[src/rtl/lab2_out_monitor.sv]
// lab2_out_monitor: synchronizes the gate-network output, strobes its edges,
// and measures high-pulse widths, pulse counts and short-pulse (glitch) counts.
module lab2_out_monitor #(
    parameter int CNT_W     = 8,
    parameter int WID_W     = 8,
    parameter int MIN_WIDTH = 2
) (
    input  logic             clk,
    input  logic             rst_n,
    input  logic             sig_in,
    input  logic             en,
    input  logic             clear,
    output logic             sig_sync,
    output logic             rise_pulse,
    output logic             fall_pulse,
    output logic [CNT_W-1:0] pulse_count,
    output logic [CNT_W-1:0] glitch_count,
    output logic             glitch_flag,
    output logic [WID_W-1:0] last_width,
    output logic             width_valid
);

    typedef enum logic [1:0] {WAIT_LOW, IDLE, MEAS} state_t;

    localparam logic [WID_W-1:0] WID_MAX = {WID_W{1'b1}};
    localparam logic [CNT_W-1:0] CNT_MAX = {CNT_W{1'b1}};
    localparam logic [WID_W-1:0] MIN_W   = WID_W'(MIN_WIDTH);

    logic             s1, s2, s3;
    logic [1:0]       fill;
    state_t           state, state_nxt;
    logic             done;
    logic [WID_W-1:0] wcnt;

    // Two-flop synchronizer plus a history flop for edge detection. The fill
    // shifter marks when s2 holds a real sample rather than its reset zero, so
    // a level already high at reset release is not mistaken for a fresh rise.
    always_ff @(posedge clk or negedge rst_n) begin
        if (!rst_n) begin
            s1   <= 1'b0;
            s2   <= 1'b0;
            s3   <= 1'b0;
            fill <= 2'b00;
        end else begin
            s1   <= sig_in;
            s2   <= s1;
            s3   <= s2;
            fill <= {fill[0], 1'b1};
        end
    end

    assign sig_sync   = s2;
    assign rise_pulse = s2 & ~s3;
    assign fall_pulse = ~s2 & s3;

    // Measurement FSM state register.
    always_ff @(posedge clk or negedge rst_n) begin
        if (!rst_n) state <= WAIT_LOW;
        else        state <= state_nxt;
    end

    // Next state; clear and a dropped enable both force a re-arm through WAIT_LOW.
    always_comb begin
        state_nxt = state;
        done      = 1'b0;
        if (clear || !en) begin
            state_nxt = WAIT_LOW;
        end else begin
            case (state)
                WAIT_LOW: if (fill[1] && !s2) state_nxt = IDLE;
                IDLE:     if (rise_pulse)     state_nxt = MEAS;
                MEAS: begin
                    if (fall_pulse) begin
                        done      = 1'b1;
                        state_nxt = IDLE;
                    end
                end
                default:  state_nxt = WAIT_LOW;
            endcase
        end
    end

    // Width counter and result registers; all counters saturate instead of wrapping.
    always_ff @(posedge clk or negedge rst_n) begin
        if (!rst_n) begin
            wcnt         <= '0;
            pulse_count  <= '0;
            glitch_count <= '0;
            glitch_flag  <= 1'b0;
            last_width   <= '0;
            width_valid  <= 1'b0;
        end else if (clear) begin
            wcnt         <= '0;
            pulse_count  <= '0;
            glitch_count <= '0;
            glitch_flag  <= 1'b0;
            last_width   <= '0;
            width_valid  <= 1'b0;
        end else begin
            width_valid <= 1'b0;
            if (state == IDLE && state_nxt == MEAS)
                wcnt <= {{(WID_W-1){1'b0}}, 1'b1};
            else if (state == MEAS && s2 && en && wcnt != WID_MAX)
                wcnt <= wcnt + 1'b1;
            if (done) begin
                last_width  <= wcnt;
                width_valid <= 1'b1;
                if (pulse_count != CNT_MAX)
                    pulse_count <= pulse_count + 1'b1;
                if (wcnt < MIN_W) begin
                    glitch_flag <= 1'b1;
                    if (glitch_count != CNT_MAX)
                        glitch_count <= glitch_count + 1'b1;
                end
            end
        end
    end

endmodule

[config.mk]
export PLATFORM = sky130hd
export DESIGN_NAME = lab2_out_monitor
export DESIGN_NICKNAME = d
export VERILOG_FILES = /design/src/rtl/lab2_out_monitor.sv
export SDC_FILE = /design/constraint.sdc
export NUM_CORES = 1
export LEC_CHECK = 0
export CAP_MARGIN = 10
export CORE_MARGIN = 3
export CORE_UTILIZATION = 56
export DETAILED_ROUTE_END_ITERATION = 8
export GPL_TIMING_DRIVEN = 0
export PLACE_DENSITY_LB_ADDON = 0.1
export SLEW_MARGIN = 20
export SYNTH_ARGS = -nofsm -noshare
export SYNTH_HDL_FRONTEND = slang
export SYNTH_SLANG_ARGS = --single-unit
[constraint.sdc]
create_clock -name clk -period 3.2 [get_ports clk]
set_input_delay 0.64 -clock clk [delete_from_list [all_inputs] [get_ports clk]]
set_output_delay 0.64 -clock clk [all_outputs]
set_load 0.02 [all_outputs]
==> implementation parameters <==
Parameter                              Value

Route
  Number of DRC markers in iteration 0    102
  Number of DRC violations after detailed routing    0
  Via count    1693
  Final routed wirelength across all metal layers    4320 um
  Detailed Routing Iterations Pass 1    4
  Routed len/inst    15.1 um
  Detailed-route vias per instance    5.92
  ANT nets after route    0

STA
  Max Clock Skew    19.8 ps
  Final setup viols    0
  Upper clock frequency limit    436 MHz
  Unrepaired setup endpoints after global routing    false
  Final number of hold-violating endpoints    0
  Fin. max-slew vios    0
  Tightest hold margin    233 ps
  Min Tclk post-route    2290 ps
  Setup tns final    0 ps
  Post-route fraction of the period consumed by the critical path    71.6%

Critical path
  Required time of the worst setup path    2560 ps
  Endpoint kind of the worst setup timing path    primary output
  Crit path DAT    1650 ps
  Startpoint class of the critical path    flop
  Highest net fanout along the worst path    10
  Type of the setup path with the least slack    flop to primary output

Synthesis
  Most frequently used flop master after synthesis    sky130_fd_sc_hd__dfrtp_1
  Proportion of synthesized flip-flops having asynchronous set or reset    100%
  Netlist Area Pre-Place    1990 um^2
  Register bit count reported by yosys    41
  Synthesized area per cell    9.97 um^2
  Cell taking the most area after synthesis    sky130_fd_sc_hd__dfrtp_1
  Portion of synthesized cell area occupied by the leading cell type    51.4%
  Number of flops mapped to enable cells by yosys    0
  Leading cell type by number of instances after synthesis    sky130_fd_sc_hd__dfrtp_1
  Warning count from the yosys run    0
  Ranking of synthesized cells by instance count    sky130_fd_sc_hd__dfrtp_1 (41), sky130_fd_sc_hd__nand2_1 (28), sky130_fd_sc_hd__nand3_1 (16)
  Largest cells by area after synthesis    sky130_fd_sc_hd__dfrtp_1 (51%), sky130_fd_sc_hd__nand2_1 (5.3%), sky130_fd_sc_hd__nand3_1 (4.0%)
  Total nets after synthesis    208
  Number of unique standard cell types used by synthesis    42
  Number of cells produced by synthesis    200
  Proportion of synthesized chip area in sequential cells    51.4%

Clock tree
  Total number of H-tree levels    2
  TritonCTS clock tree    done
  CTS buffer count    5
  Number of sinks on the clock net    41
  Hold bufs inserted after CTS    0
  Post-CTS setup repair buffer count    0
  Resized Gates After CTS    0
  Insertion delay of the later-clocked pin in the worst-skew pair    340 ps
  Worst-case clock buffer depth    2
  Register clock-pin slew on the reported worst setup and hold paths    120 ps
  Cell at the root of the clock tree    sky130_fd_sc_hd__clkbuf_4

Power and ir drop
  Leak pwr    1.09 nW
  VDD IR max    268 uV
  Ratio of total power to cell area    337 nW/um^2

Placement
  RePlAce Congestion    0.838
  Port buffer count    32
  Final HPWL from detailed placement    3260 um

Cells and area
  P&R area growth vs syn    22.8%
  Share of cells above drive strength 1    6.67%
  Fin nets    248
  Area of all sequential standard cells    1030 um^2
  Antenna diode count    0
  Fill cell count    255
  Area occupied by multi-input gates    898 um^2

GRT
  Number of global-route vias before repair    1595
  Antenna violations before repair    0
  Global-route usage over all layers    22.9%
  Wire length of the first global-routing pass    7450 um
  Final global-route overflow total    0
  Largest net degree at the start of global routing    24

Die
  Number of cell rows    21
  Horizontal die dimension    65.7 um
  Area of the placeable core    3390 um^2
  Y dimension of the die    65.7 um
  Initial Util    58.8%
  I/O Pins    34
  Die area    4310 um^2

Min path
  Hold Path Class    primary input to asynchronous set/reset pin

Job
  Reported max-cap violation count    0

Status
  Run status    finished, final reports clean
through the flow:
| stage | instances | power [mW] | cell area, um^2 | setup slack (ps) | util (%) |
|---|---|---|---|---|---|
| 6_report | 286 | 0.825 | 2450 | 908 | 72.3 |
| 5_1_grt | 286 | 0.858 | 2450 | 775 | 72.3 |
| 4_1_cts | 286 | 0.832 | 2450 | 886 | 72.3 |
| 3_5_place_dp | 279 | 0.576 | 2390 | 677 | 70.7 |
| 3_3_place_gp | 278 | 0.571 | 2370 | 549 | 70.0 |
| 2_1_floorplan | 200 | 0.549 | 1990 | 1190 | - |
cell type report:
type / instances / area share (%)
Inverter: 4 / 0.613
Tap cell: 46 / 2.35
Sequential cell: 41 / 41.9
Timing Repair Buffer: 33 / 14.0
Clock buffer: 7 / 2.25
Buffer: 10 / 2.25
Multi-Input combinational cell: 145 / 36.7
state kept, by name, summed over array words and instances (netlist names):
| register | cells |
|---|---|
| s3 | 1 |
| pulse_count | 8 |
| width_valid | 1 |
| state | 2 |
| glitch_count | 8 |
| wcnt | 8 |
| sig_sync | 1 |
| last_width | 8 |
| fill | 2 |
| glitch_flag | 1 |
| s1 | 1 |
cell families (layout without fill, tap and decap cells):
family,Yosys count,after routing,share of synthesized area [%]
simple gates,94,94,26.0
flops,41,41,51.4
compound gates,37,37,12.1
buf+inv,14,54,3.51
mux,6,6,3.14
xor+xnor,4,4,1.76
fa+ha+maj,3,3,1.88
other cells,1,1,0.188
final timing paths:
path,startpoint,to,slack (ps),cells after the start
worst max register to register,pulse_count[0]$_DFFE_PN0P_,pulse_count[4]$_DFFE_PN0P_,1180,6
worst min-delay path,rst_n,pulse_count[6]$_DFFE_PN0P_,230,1
worst min register to register,s1$_DFF_PN0_,sig_sync$_DFF_PN0_,360,0
worst max-delay path,sig_sync$_DFF_PN0_,rise_pulse,910,2
max in group asynchronous,rst_n,s3$_DFF_PN0_,2480,2
min in group clk,s1$_DFF_PN0_,sig_sync$_DFF_PN0_,360,0
per-layer routing:
metal  vias up  part of all wire [%]  track usage, %
met5         -                     0               0
met4         0                   1.7            7.51
met3        10                   3.8            5.13
met2        40                    53            39.9
met1       836                    41            27.7
li1        807                     -               -
power breakdown:
part	switching, mW	internal, mW	total [mW]
Combinational	0.0253	0.0148	0.0400
Sequential	0.00310	0.522	0.525
Clock	0.156	0.104	0.260
worst max-delay path, stage by stage (launching register included):
cell and delay, ps:
sky130_fd_sc_hd__dfrtp_1 490, sky130_fd_sc_hd__nor2b_1 210, sky130_fd_sc_hd__clkdlybuf4s50_1 630
cell usage in the layout, fill, tap and decap left out, types with 5 or more instances in the layout:
master,count
sky130_fd_sc_hd__dfrtp_1,41
sky130_fd_sc_hd__clkdlybuf4s50_1,31
sky130_fd_sc_hd__nand2_1,28
sky130_fd_sc_hd__nand3_1,16
sky130_fd_sc_hd__a21oi_1,12
sky130_fd_sc_hd__nor2_1,10
sky130_fd_sc_hd__nor2b_1,7
sky130_fd_sc_hd__clkbuf_1,7
sky130_fd_sc_hd__and4_1,6
sky130_fd_sc_hd__o21ai_0,5
sky130_fd_sc_hd__o31ai_1,5
sky130_fd_sc_hd__clkbuf_4,5
Note: power is estimated with default switching activity, not from simulation.
